--- src/rtl/ps2_pkg.sv ---
// Shared PS/2 link constants and transmitter state encoding.
// The host receiver imports the same frame constants.
package ps2_pkg;

    localparam logic        PS2_START      = 1'b0;
    localparam logic        PS2_STOP       = 1'b1;
    localparam int unsigned PS2_FRAME_BITS = 11;

    typedef enum logic [1:0] {
        ST_IDLE,
        ST_HIGH,
        ST_LOW,
        ST_GAP
    } ps2_tx_state_t;

    // Bit k of the result is the k-th bit on the wire (start first, stop last).
    function automatic logic [PS2_FRAME_BITS-1:0] ps2_frame(input logic [7:0] b);
        return {PS2_STOP, ~^b, b, PS2_START};
    endfunction

endpackage

--- src/rtl/ps2_tx_fifo.sv ---
// 8x8 scan-code FIFO feeding the PS/2 transmitter.
// A push while full is accepted only if a pop happens in the same cycle.
module ps2_tx_fifo (
    input  logic       clk,
    input  logic       rst,
    input  logic       push,
    input  logic [7:0] push_data,
    input  logic       pop,
    output logic [7:0] pop_data,
    output logic [3:0] count,
    output logic       full,
    output logic       empty,
    output logic       overflow
);

    logic [7:0] mem [8];
    logic [2:0] w_ptr;
    logic [2:0] r_ptr;
    logic       do_pop;
    logic       do_push;

    assign full     = (count == 4'd8);
    assign empty    = (count == 4'd0);
    assign do_pop   = pop && !empty;
    assign do_push  = push && (!full || do_pop);
    assign pop_data = mem[r_ptr];

    always_ff @(posedge clk) begin
        if (!rst && do_push) begin
            mem[w_ptr] <= push_data;
        end
    end

    always_ff @(posedge clk) begin
        if (rst) begin
            w_ptr    <= '0;
            r_ptr    <= '0;
            count    <= '0;
            overflow <= 1'b0;
        end else begin
            if (do_push) begin
                w_ptr <= w_ptr + 3'd1;
            end
            if (do_pop) begin
                r_ptr <= r_ptr + 3'd1;
            end
            count <= count + {3'b000, do_push} - {3'b000, do_pop};
            if (push && !do_push) begin
                overflow <= 1'b1;
            end
        end
    end

endmodule

--- src/rtl/ps2_keyboard_tx.sv ---
// Device-side PS/2 keyboard transmitter: FIFO-buffered scan codes sent as
// 11-bit frames on ps2_clk/ps2_data, with a fixed idle gap after each frame.
module ps2_keyboard_tx
    import ps2_pkg::*;
#(
    parameter int unsigned CLK_HALF = 4,
    parameter int unsigned GAP      = 8
) (
    input  logic       clk,
    input  logic       rst,
    input  logic       wr_en,
    input  logic [7:0] wr_data,
    input  logic       inhibit,
    output logic       full,
    output logic       overflow,
    output logic       busy,
    output logic       sent,
    output logic       ps2_clk,
    output logic       ps2_data
);

    localparam int unsigned HW = $clog2(CLK_HALF) + 1;
    localparam int unsigned GW = $clog2(GAP) + 1;
    localparam logic [HW-1:0] HALF_LOAD = HW'(CLK_HALF - 1);
    localparam logic [GW-1:0] GAP_LOAD  = GW'(GAP - 1);
    localparam logic [3:0]    LAST_BIT  = 4'(PS2_FRAME_BITS - 1);

    ps2_tx_state_t             state;
    logic [HW-1:0]             half_cnt;
    logic [GW-1:0]             gap_cnt;
    logic [3:0]                bit_idx;
    logic [PS2_FRAME_BITS-1:0] frame;

    logic [7:0] fifo_rd_data;
    logic [3:0] fifo_count;
    logic       fifo_empty;
    logic       fifo_has_data;
    logic       pop;

    assign fifo_has_data = !fifo_empty && (fifo_count != '0);
    assign pop           = (state == ST_IDLE) && fifo_has_data && !inhibit;

    ps2_tx_fifo u_fifo (
        .clk       (clk),
        .rst       (rst),
        .push      (wr_en),
        .push_data (wr_data),
        .pop       (pop),
        .pop_data  (fifo_rd_data),
        .count     (fifo_count),
        .full      (full),
        .empty     (fifo_empty),
        .overflow  (overflow)
    );

    // Outputs are registered from the state being processed, so each phase
    // appears on the pins one edge after the state is entered.
    always_ff @(posedge clk) begin
        if (rst) begin
            state    <= ST_IDLE;
            half_cnt <= '0;
            gap_cnt  <= '0;
            bit_idx  <= '0;
            frame    <= '1;
            ps2_clk  <= 1'b1;
            ps2_data <= 1'b1;
            busy     <= 1'b0;
            sent     <= 1'b0;
        end else begin
            sent <= 1'b0;
            unique case (state)
                ST_IDLE: begin
                    ps2_clk  <= 1'b1;
                    ps2_data <= 1'b1;
                    busy     <= 1'b0;
                    if (pop) begin
                        frame    <= ps2_frame(fifo_rd_data);
                        bit_idx  <= '0;
                        half_cnt <= HALF_LOAD;
                        state    <= ST_HIGH;
                    end
                end
                ST_HIGH: begin
                    ps2_clk  <= 1'b1;
                    ps2_data <= frame[bit_idx];
                    busy     <= 1'b1;
                    if (half_cnt == '0) begin
                        half_cnt <= HALF_LOAD;
                        state    <= ST_LOW;
                    end else begin
                        half_cnt <= half_cnt - 1'b1;
                    end
                end
                ST_LOW: begin
                    ps2_clk <= 1'b0;
                    busy    <= 1'b1;
                    if (half_cnt == '0) begin
                        half_cnt <= HALF_LOAD;
                        if (bit_idx == LAST_BIT) begin
                            gap_cnt <= GAP_LOAD;
                            state   <= ST_GAP;
                        end else begin
                            bit_idx <= bit_idx + 4'd1;
                            state   <= ST_HIGH;
                        end
                    end else begin
                        half_cnt <= half_cnt - 1'b1;
                    end
                end
                ST_GAP: begin
                    ps2_clk  <= 1'b1;
                    ps2_data <= 1'b1;
                    busy     <= 1'b1;
                    sent     <= (gap_cnt == GAP_LOAD);
                    if (gap_cnt == '0) begin
                        state <= ST_IDLE;
                    end else begin
                        gap_cnt <= gap_cnt - 1'b1;
                    end
                end
                default: state <= ST_IDLE;
            endcase
        end
    end

endmodule

--- config.mk ---
export PLATFORM = sky130hd
export DESIGN_NAME = ps2_keyboard_tx
export DESIGN_NICKNAME = d
export VERILOG_FILES = /design/src/rtl/ps2_pkg.sv /design/src/rtl/ps2_tx_fifo.sv /design/src/rtl/ps2_keyboard_tx.sv
export SDC_FILE = /design/constraint.sdc
export NUM_CORES = 1
export LEC_CHECK = 0
export ABC_CLOCK_PERIOD_IN_PS = 3560
export CAP_MARGIN = 25
export CORE_MARGIN = 2
export CORE_UTILIZATION = 40
export CTS_BUF_LIST = sky130_fd_sc_hd__clkbuf_4 sky130_fd_sc_hd__clkbuf_8
export CTS_CLUSTER_DIAMETER = 60
export CTS_CLUSTER_SIZE = 40
export DETAILED_ROUTE_END_ITERATION = 8
export PLACE_DENSITY = 0.58
export SYNTH_ARGS = -nofsm -noshare
export SYNTH_HDL_FRONTEND = slang
export SYNTH_SLANG_ARGS = --single-unit
--- constraint.sdc ---
create_clock -name clk -period 3.56 [get_ports clk]
set_input_delay 0.89 -clock clk [delete_from_list [all_inputs] [get_ports clk]]
set_output_delay 0.89 -clock clk [all_outputs]
set_load 0.02 [all_outputs]
==> metrics.txt <==
outcome=finished clean; cts repair resizes=0; FF-to-FF End=u_fifo.count[2]; Die Wd=111 µm; Die Y=111 µm; Slowest cell on crit path=a21boi_1; mean post-synth cell area=14.1 µm²; via density per instance=5.11; CP endpoint=u_fifo.count[2]; minimum clock period=2.65 ns; uppermost routed layer=met4; CP Cell Sequence=clkdlybuf4s50_1 -> a211o_1 -> a21boi_1 -> ha_1 -> inv_1 -> fa_1 -> xor2_1 -> nor2_1; I/O pins=18; overall power=3.35 mW; Clock Latency Late Sink=0.37 ns; RD Place Congestion=0.756; ant diodes=0; pin count of the biggest net entering global routing=40; R2R depth=10; area occupied by multi-input gates=1640 µm²; H-tree levels=3; final number of hold-violating endpoints=0; Clock Sinks=105; Area Overhead vs Synth=12.3%; Post-CTS Hold Buffers=0; WL met3=255 µm; Fillers=966; antenna violation net count after detailed routing=0; detailed-route via count=2,518; CTS root buf=clkbuf_8; met2 wire len=3820 µm; final setup margin=0.915 ns; num rows=38; DP HPWL=5030 µm; slowest stage delay, CP=0.46 ns; number of global-route vias before repair=2,588; syn nets=356; critical path arrival=2.90 ns; Power Dens Cells=654 nW/µm²; clk slew on worst S/H paths=0.10 ns; synth warn=0; Worst-Margin Slew=0.721 ns; initial core utilization=0.415; WS Path Type=in2reg; Max Cap Viol=0; Worst Hold Slack=0.450 ns; Total Wirelength=7690 µm; CTS tree=yes; type of origin of the critical path=input pin; Tcrit/Tclk final=0.743; peak fanout along the critical path=6; I/O Buffers=17; Met1 Routed Length=3530 µm; Syn Std Cell Area=4550 µm²; Setup Skew=0.0105 ns; layout net count=381; count of unique library cells instantiated by Yosys=43; WL per Instance=15.6 µm; placed insts=477; P_leak=1.82 nW; first-pass GRT wire length=13,000 µm; Register Area=2740 µm²; Finish-stage setup viols=0; Post-route DRC=0; Async SR Flop Fraction=0; post-CTS setup buffer count=0; Critical Path RT=3.82 ns; VDD IR max=0.000369 V; router iterations before antenna repair=4; R2R Setup Slk=0.95 ns; Synth Register Bits=105; Setup crit start=inhibit; Slew Viols, Final=0; Worst Path Buf+Inv=2; Critical Path Stages=8; initial antenna violation count=0; worst reg2reg startpoint=state[0]; EDFF count, synth=64; CTS Buffer Depth=2; Total GRT Usage=0.135; final cell count without fillers=493; register area share after synthesis=0.602; Sum Neg Setup Slack=0 ns; total grt overflow=0; Die ar.=12,300 µm²; Hold WC Path Type=reg2reg; RSZ-0062 raised after global routing=false; Crit. End Element=register; total CTS buffers=9; crit-path leading delay family=compound AO/OA/AOI/OAI gates; prevailing post-synth register cell=edfxtp_1; Post-Synthesis Cells=323; fraction of layout instances using a drive strength above 1=0.0850; Slew HR=0.519; core footprint=11,000 µm²; fmax=378 MHz; First DRT Iteration DRCs=89; pre-CTS setup slack=0.519 ns
[worst min-delay path by stage]
stage,from,to,slack [ns],cells after the start
after floorplan,half_cnt[0],half_cnt[0],0.41,1
after global placement,half_cnt[0],half_cnt[0],0.43,1
after detailed placement,half_cnt[0],half_cnt[0],0.43,1
after CTS,half_cnt[0],half_cnt[0],0.45,1
after global routing,frame[0],frame[0],0.49,1
final,half_cnt[0],half_cnt[0],0.45,1
[worst reg2reg max path: stages, from the launching register on]
cell and delay (ns):
dfxtp_1 0.37, inv_1 0.15, ha_1 0.24, inv_1 0.09, a211o_1 0.32, a21boi_1 0.46
ha_1 0.27, inv_1 0.06, fa_1 0.37, xor2_1 0.14, nor2_1 0.05
[synthesized netlist by cell type, types with 2 or more instances]
master    count  area share
a211o_1       9       0.017
a211oi_1      4      0.0066
a21o_1        4      0.0066
a21oi_1      12       0.013
a221oi_1      2      0.0038
and2_1        2      0.0027
and3_1        2      0.0027
buf_6         2      0.0049
clkbuf_1      9      0.0074
dfxtp_1      41        0.18
edfxtp_1     64        0.42
ha_1         20       0.055
inv_1        20       0.016
mux2i_1      11       0.024
mux4_1       16       0.092
mux4_2        2      0.0099
nand2_1      11      0.0091
nand2b_1      4      0.0055
nand3b_1      4      0.0066
nand4b_1      2      0.0038
nor2_1       39       0.032
nor2b_1       3      0.0041
nor3_1        3      0.0033
nor4_1        4      0.0055
o21a_1        2      0.0033
o21ai_0       3      0.0033
xnor2_1       8       0.015
xor2_1        5      0.0096
[metrics by stage]
stage | util | area [µm²]
after CTS | 0.465 | 5110
after detailed placement | 0.445 | 4880
final | 0.465 | 5110
after global placement | 0.445 | 4880
after global routing | 0.465 | 5110
after floorplan | - | 4550
[layout by cell type, fill, tap and decap left out, drive strengths merged, types with 3 or more instances in the layout]
master / synthesis / routed
a211o: 9 / 9
a211oi: 4 / 4
a21o: 4 / 4
a21oi: 12 / 12
buf: 4 / 11
clkbuf: 10 / 10
clkdlybuf4s50: 0 / 17
dfxtp: 41 / 41
edfxtp: 64 / 64
ha: 20 / 20
inv: 20 / 23
mux2i: 11 / 11
mux4: 18 / 18
nand2: 11 / 11
nand2b: 4 / 4
nand3b: 4 / 4
nor2: 39 / 39
nor2b: 3 / 3
nor3: 3 / 3
nor4: 4 / 4
o21ai: 4 / 4
xnor2: 9 / 9
xor2: 5 / 5
[flip-flops by register name (all words and copies together), names as in the netlist, 2 cells and up, named ones only]
signal / flops
gap_cnt: 4
half_cnt: 3
u_fifo.w_ptr: 3
bit_idx: 4
frame: 10
state: 2
u_fifo.count: 4
u_fifo.r_ptr: 3
u_fifo.mem: 64
[metal layers]
layer  vias up  track usage
li1       1248            -
met1      1226        0.166
met2        36        0.230
met3         8       0.0410
met4         0       0.0375
met5         -            0
[cell families (layout without fill, tap and decap cells)]
logic type	after synthesis	count (layout)	synth area share
flops	105	105	0.602
xor+xnor	14	14	0.0286
fa+ha+maj	21	21	0.0593
buf+inv	34	64	0.0379
compound gates	45	45	0.0690
mux	29	29	0.126
simple gates	75	75	0.0766
[power by group]
group	switching (mW)	internal, mW	total (mW)
clock network	0.415	0.415	0.831
logic	0.518	0.486	1.00
registers	0.0853	1.43	1.51
total	1.02	2.33	3.35
[layout make-up]
cell class	count	area share
Clock buffer	10	0.0257
Clock inverter	6	0.0188
Inverter	20	0.0147
Timing Repair Buffer	28	0.0494
Multi-Input combinational cell	184	0.321
Sequential cell	105	0.536
Tap cell	140	0.0343
Power figures use the tool's default switching activity.
